===== src/rtl/hazard_scoreboard_fwd_pkg.sv =====
// hazard_scoreboard_fwd_pkg: shared constants for the hazard scoreboard/forwarding block
package hazard_scoreboard_fwd_pkg;
  localparam int NREG_DEF = 32;
  localparam int REG_AW = $clog2(NREG_DEF);
  localparam int STG_EX = 0;
  localparam int STG_MEM = 1;
  localparam int STG_WB = 2;
  localparam int ADDR_SLICE_W = REG_AW;
  localparam int DATA_SLICE_W = 32;
endpackage


===== src/rtl/hazard_fwd_port.sv =====
// hazard_fwd_port: per-read-port youngest-first bypass match, forward mux and stall term
module hazard_fwd_port
  import hazard_scoreboard_fwd_pkg::*;
#(
  parameter int NUM_STAGES = 3,
  parameter int DATA_W = DATA_SLICE_W,
  parameter int AW = ADDR_SLICE_W
) (
  input  logic [AW-1:0]                rd_addr,
  input  logic [NUM_STAGES-1:0]        stg_we,
  input  logic [NUM_STAGES-1:0]        stg_ready,
  input  logic [NUM_STAGES*AW-1:0]     stg_waddr,
  input  logic [NUM_STAGES*DATA_W-1:0] stg_data,
  input  logic                         cnt_nz,
  output logic                         hit,
  output logic [DATA_W-1:0]            data,
  output logic                         stall
);
  logic found, rdy, nz;
  logic [DATA_W-1:0] dat;
  always_comb begin
    found = 1'b0;
    rdy = 1'b0;
    dat = '0;
    // oldest first so the youngest match overwrites
    for (int i = NUM_STAGES - 1; i >= 0; i--)
      if (stg_we[i] && stg_waddr[i*AW +: AW] == rd_addr) begin
        found = 1'b1;
        rdy = stg_ready[i];
        dat = stg_data[i*DATA_W +: DATA_W];
      end
    nz = rd_addr != '0;
    hit = nz & found & rdy;
    data = hit ? dat : '0;
    stall = nz & (found ? ~rdy : cnt_nz);
  end
endmodule


===== src/rtl/hazard_scoreboard_fwd.sv =====
// hazard_scoreboard_fwd: in-flight write scoreboard with multi-stage forwarding and ID stall
module hazard_scoreboard_fwd
  import hazard_scoreboard_fwd_pkg::*;
#(
  parameter int NUM_RPORTS = 2,
  parameter int NUM_STAGES = 3,
  parameter int DATA_W = DATA_SLICE_W,
  parameter int NREG = NREG_DEF,
  parameter int CNT_W = 2,
  localparam int AW = $clog2(NREG)
) (
  input  logic                         clk,
  input  logic                         resetn,
  input  logic                         flush,
  input  logic                         issue_valid,
  input  logic                         issue_we,
  input  logic [AW-1:0]                issue_waddr,
  input  logic                         retire_valid,
  input  logic                         retire_we,
  input  logic [AW-1:0]                retire_waddr,
  input  logic [NUM_STAGES-1:0]        stg_we,
  input  logic [NUM_STAGES-1:0]        stg_ready,
  input  logic [NUM_STAGES*AW-1:0]     stg_waddr,
  input  logic [NUM_STAGES*DATA_W-1:0] stg_data,
  input  logic [NUM_RPORTS*AW-1:0]     rd_addr,
  output logic [NUM_RPORTS-1:0]        rd_hit,
  output logic [NUM_RPORTS*DATA_W-1:0] rd_data,
  output logic                         stall,
  output logic                         err,
  output logic [31:0]                  stall_cnt
);
  localparam logic [CNT_W-1:0] CMAX = '1;
  logic [CNT_W-1:0] cnt [NREG];
  logic [NUM_RPORTS-1:0] port_stall;
  logic iss, ret, same, ovf;
  always_comb begin
    iss = issue_valid & issue_we & (issue_waddr != '0);
    ret = retire_valid & retire_we & (retire_waddr != '0);
    same = iss & ret & (issue_waddr == retire_waddr);
    ovf = issue_we & (cnt[issue_waddr] == CMAX);
    stall = ~flush & ((|port_stall) | ovf);
  end
  for (genvar p = 0; p < NUM_RPORTS; p++) begin : g_port
    hazard_fwd_port #(
      .NUM_STAGES(NUM_STAGES),
      .DATA_W(DATA_W),
      .AW(AW)
    ) u_port (
      .rd_addr(rd_addr[p*AW +: AW]),
      .stg_we(stg_we),
      .stg_ready(stg_ready),
      .stg_waddr(stg_waddr),
      .stg_data(stg_data),
      .cnt_nz(cnt[rd_addr[p*AW +: AW]] != '0),
      .hit(rd_hit[p]),
      .data(rd_data[p*DATA_W +: DATA_W]),
      .stall(port_stall[p])
    );
  end
  always_ff @(posedge clk or negedge resetn) begin
    if (!resetn) begin
      for (int r = 0; r < NREG; r++) cnt[r] <= '0;
      err <= 1'b0;
      stall_cnt <= '0;
    end else begin
      if (stall && stall_cnt != '1) stall_cnt <= stall_cnt + 1'b1;
      if (flush) begin
        for (int r = 0; r < NREG; r++) cnt[r] <= '0;
      end else if (!same) begin
        if (iss) begin
          if (cnt[issue_waddr] == CMAX) err <= 1'b1;
          else cnt[issue_waddr] <= cnt[issue_waddr] + 1'b1;
        end
        if (ret) begin
          if (cnt[retire_waddr] == '0) err <= 1'b1;
          else cnt[retire_waddr] <= cnt[retire_waddr] - 1'b1;
        end
      end
    end
  end
endmodule


===== config.mk =====
export PLATFORM = sky130hd
export DESIGN_NAME = hazard_scoreboard_fwd
export DESIGN_NICKNAME = d
export VERILOG_FILES = /design/src/rtl/hazard_scoreboard_fwd_pkg.sv /design/src/rtl/hazard_fwd_port.sv /design/src/rtl/hazard_scoreboard_fwd.sv
export SDC_FILE = /design/constraint.sdc
export NUM_CORES = 1
export LEC_CHECK = 0
export CORE_ASPECT_RATIO = 1.75
export CORE_UTILIZATION = 54
export CTS_CLUSTER_DIAMETER = 200
export DETAILED_ROUTE_END_ITERATION = 7
export HOLD_SLACK_MARGIN = 0.12
export PLACE_DENSITY = 0.95
export SETUP_SLACK_MARGIN = 0.02
export SLEW_MARGIN = 40
export SYNTH_ARGS = -nofsm -noshare
export SYNTH_HDL_FRONTEND = slang
export SYNTH_SLANG_ARGS = --single-unit

===== constraint.sdc =====
create_clock -name clk -period 11.7 [get_ports clk]
set_input_delay 2.34 -clock clk [delete_from_list [all_inputs] [get_ports clk]]
set_output_delay 2.34 -clock clk [all_outputs]
set_load 0.05 [all_outputs]

==> qor.csv <==
stage;metric;value;unit
placement;routabilityCongestion;1.06;
die;die_area;0.0173;sq mm
logic_synthesis;synth_edf_count;0;
power;p_sw;0.000300;W
die;io_pins;244;
clock_network;insertion_delay;0.36;ns
setup_path;required;9.36;ns
sta;period_share;78.0;%
power;internal-power;0.000624;W
power;comb_power_share;26.4;%
clock_network;cts_buffers;9;
setup_path;rr_worst_depth;11;
final_layout;seq_area;0.00243;sq mm
run_status;violations;design-rule violations;
setup_path;arrival;6.79;ns
setup_path;cp_max_fo;15;
worst_hold_path;hp-start;err;
logic_synthesis;yosysWarnings;0;
clock_network;clkTransAtPathRegs;0.07;ns
power;clkPwrFrac;34.6;%
final_layout;area_growth;31.1;%
global_routing;gr-total-overflow;0;
placement;io_buffers;243;
sta;relSlewSlack;41.9;%
setup_path;crit_path_end_kind;output port;
drt;vias_per_cell;7.06;
power;seq_power_share;39.1;%
final_layout;finalNonFillerCells;1539;
logic_synthesis;ys_types;55;
drt;finalWirelength;40800;microns
logic_synthesis;async_reset_ff_share;100;%
global_routing;grt_max_degree;77;
drt;drt-wirelength-per-cell;26.5;microns
sta;worst_slew_pin_slew;0.868;ns
die;fp-row-count;62;
clock_network;cts_tree;yes;
flow_run;cap_violations;0;
sta;clock.fmax;110;MHz
clock_network;cts-root-buf;clkbuf_16;
die;core_area;0.0164;sq mm
drt;final_antenna_net_count;0;
die;die_h;173;microns
logic_synthesis;synth_flop_cell;dfrtp_1;
placement;dp_slack;2.79;ns
run_status;status;complete, but fails checks;
setup_path;start_kind;primary input;
power;powerDensity;77.8;mW/mm^2
worst_hold_path;holdPathStages;1;
sta;whs;0.478;ns
placement;hpwlAfterDp;30000;microns
die;die_w;99.9;microns
power;ir_drop;126;uV
setup_path;crit_family;buffers and inverters;
setup_path;timing.rr.end;cnt[4];
worst_hold_path;min_to;err;
die;start_util;55.1;%
setup_path;cp_slowest_stage_delay;0.92;ns
clock_network;htree_num_levels;3;
final_layout;nets;1455;
sta;finClkSkew;0.00971;ns
logic_synthesis;synth_nets;1283;
final_layout;drive_gt1_share;10.4;%
setup_path;rrSetupSlack;7.40;ns
final_layout;n_fill_cell;1280;
logic_synthesis;syn_area_per_cell;7.97;sq um
drt;first_pass_iters;8;
setup_path;critPathMostFrequentCell;nand2_1;
sta;rsz0062_at_grt;no;
power;swShare;32.4;%
logic_synthesis;ys_seq_elements;97;
drt;drt-initial-drc-count;1274;
drt;drc_errors;9;
setup_path;cpMaxStageDelayCell;clkdlybuf4s50_1;
clock_network;cts_max_path_buffers;2;
placement;dp.cells;1521;
global_routing;grt_pass1_vias;10500;
setup_path;cp.buffers_inverters;3;
power;power.total;0.000924;W
clock_network;postCtsSetupBuffers;0;
sta;hold_violations;0;
logic_synthesis;synthCells;1136;
clock_network;holdBufCountCts;0;
clock_network;ctsResizeCount;0;
sta;min_period;9.13;ns
sta;tns;0;ns
logic_synthesis;seq_area_frac_synth;26.8;%
setup_path;timing.rr.start;cnt[18];
global_routing;antenna_found_initial;2;
setup_path;criticalPathCategory;primary input to output port;
sta;setup_ws;2.57;ns
setup_path;crit_chain;clkdlybuf4s50_1 > nand2_1 > nor2_1 > a22oi_1 > nand4_1 > ha_1 > nand2_1 > nand4b_1 > nor4_1 > o32ai_4 > nand2_1 > inv_1 > clkdlybuf4s50_1;
drt;vias;10900;
sta;maxSlewViolCount;0;
sta;setup_viol;0;
global_routing;grt_usage;48.1;%
final_layout;multi_input_area;0.00618;sq mm
power;leakagePower;4.22;nW
logic_synthesis;syn-cell-area;0.00906;sq mm
global_routing;grt_pass1_wl;61500;microns
worst_hold_path;hold_path_class;flop to flop;
clock_network;cts.sinks;97;
state kept, by name, summed over array words and instances (netlist names):
name / flops
err: 1
cnt: 64
stall_cnt: 32
cell families after synthesis:
| kind of cell | count (synthesis) | share of synthesized area, % |
|---|---|---|
| and+or+nand+nor | 473 | 24.9 |
| muxes | 45 | 10.8 |
| xor gates and xnor gates | 65 | 6.29 |
| adders and majority gates | 3 | 0.414 |
| buffers and inverters | 123 | 5.37 |
| AOI/OAI and AO/OA | 330 | 25.5 |
| DFF | 97 | 26.8 |
layout make-up:
cell class | instances | share of cell area [%]
Antenna cell | 2 | 0.0422
Tap cell | 224 | 2.36
Clock buffer | 12 | 2.16
Timing Repair Buffer | 264 | 21.8
Sequential cell | 97 | 20.4
Clock inverter | 4 | 0.485
Inverter | 20 | 0.632
Multi-Input combinational cell | 916 | 52.1
through the flow:
step,instance area (sq um),util (%)
floorplan,9060,-
global placement,11500,70.2
detailed placement,11500,70.2
CTS,11900,72.1
global route,11900,72.2
finish,11900,72.2
layer usage:
metal / routed length, microns / GRT usage (%) / share of wire [%] / up-vias
met5: 0 / 0 / 0 / -
met4: 4330 / 42.4 / 11 / 0
met3: 4720 / 14.4 / 12 / 272
met2: 19100 / 78.2 / 47 / 880
met1: 12700 / 49.1 / 31 / 5089
li1: - / - / - / 4619
cell usage after synthesis, types with 3 or more instances:
master    number  share of area, %
a211oi_1      73               6.1
a21oi_1       88               4.9
a221oi_1       4              0.39
a22oi_1       80               6.6
a31oi_1        3              0.21
and2_1         7              0.48
and3_1        10              0.69
and4_1         3              0.29
buf_1         12              0.50
buf_2          8              0.44
buf_4          4              0.33
clkbuf_1      79               3.3
dfrtp_1       97                27
ha_1           3              0.41
inv_1         18              0.75
mux4_2        42                10
nand2_1       55               2.3
nand2b_1       3              0.21
nand3_1       29               1.6
nand3b_1       7              0.58
nand4_1        8              0.55
nor2_1       222               9.2
nor2b_1        7              0.48
nor3_1        63               3.5
nor3_2        12               1.3
nor3b_1        5              0.41
nor4_1        16               1.1
nor4b_1        4              0.39
o21ai_0        7              0.39
o221a_2       19               2.4
o22ai_1       29               2.0
o31ai_1       15               1.2
or2_2          6              0.41
or3_1          7              0.48
xnor2_1       25               2.4
xor2_1        40               3.9
how the worst max path moves through the flow:
stage / start / to / slack, ns / depth (start not counted)
after global placement: issue_waddr[0] / stall / 2.22 / 13
final: issue_waddr[2] / stall / 2.57 / 13
after global routing: issue_waddr[2] / stall / 2.43 / 13
after floorplan: issue_waddr[0] / stall / 4.04 / 12
after detailed placement: issue_waddr[2] / stall / 2.79 / 13
after CTS: issue_waddr[2] / stall / 2.76 / 13
power by group through the flow:
stage | logic, W | clock network (W) | registers, W
after detailed placement | 0.000238 | 0 | 0.000366
after global routing | 0.000254 | 0.000333 | 0.000361
final | 0.000244 | 0.000319 | 0.000361
after CTS | 0.000238 | 0.000318 | 0.000360
after floorplan | 0.0000941 | 0 | 0.000392
after global placement | 0.000234 | 0 | 0.000366
placed cells by master, fill, tap and decap left out, types with 3 or more instances in the layout:
cell / count
a211oi_1: 73
a21oi_1: 88
a221oi_1: 4
a22oi_1: 80
a31oi_1: 3
and2_1: 7
and3_1: 9
and4_1: 3
buf_4: 20
clkbuf_16: 9
clkdlybuf4s50_1: 240
dfrtp_1: 97
ha_1: 3
inv_1: 18
mux4_2: 42
nand2_1: 55
nand2b_1: 3
nand3_1: 27
nand3b_1: 7
nand4_1: 8
nor2_1: 218
nor2_2: 4
nor2b_1: 7
nor3_1: 63
nor3_2: 12
nor3b_1: 5
nor4_1: 16
nor4b_1: 3
o21ai_0: 7
o221a_2: 19
o22ai_1: 29
o31ai_1: 15
or2_2: 6
or3_1: 6
xnor2_1: 25
xor2_1: 40
Note: power is estimated with default switching activity, not from simulation.
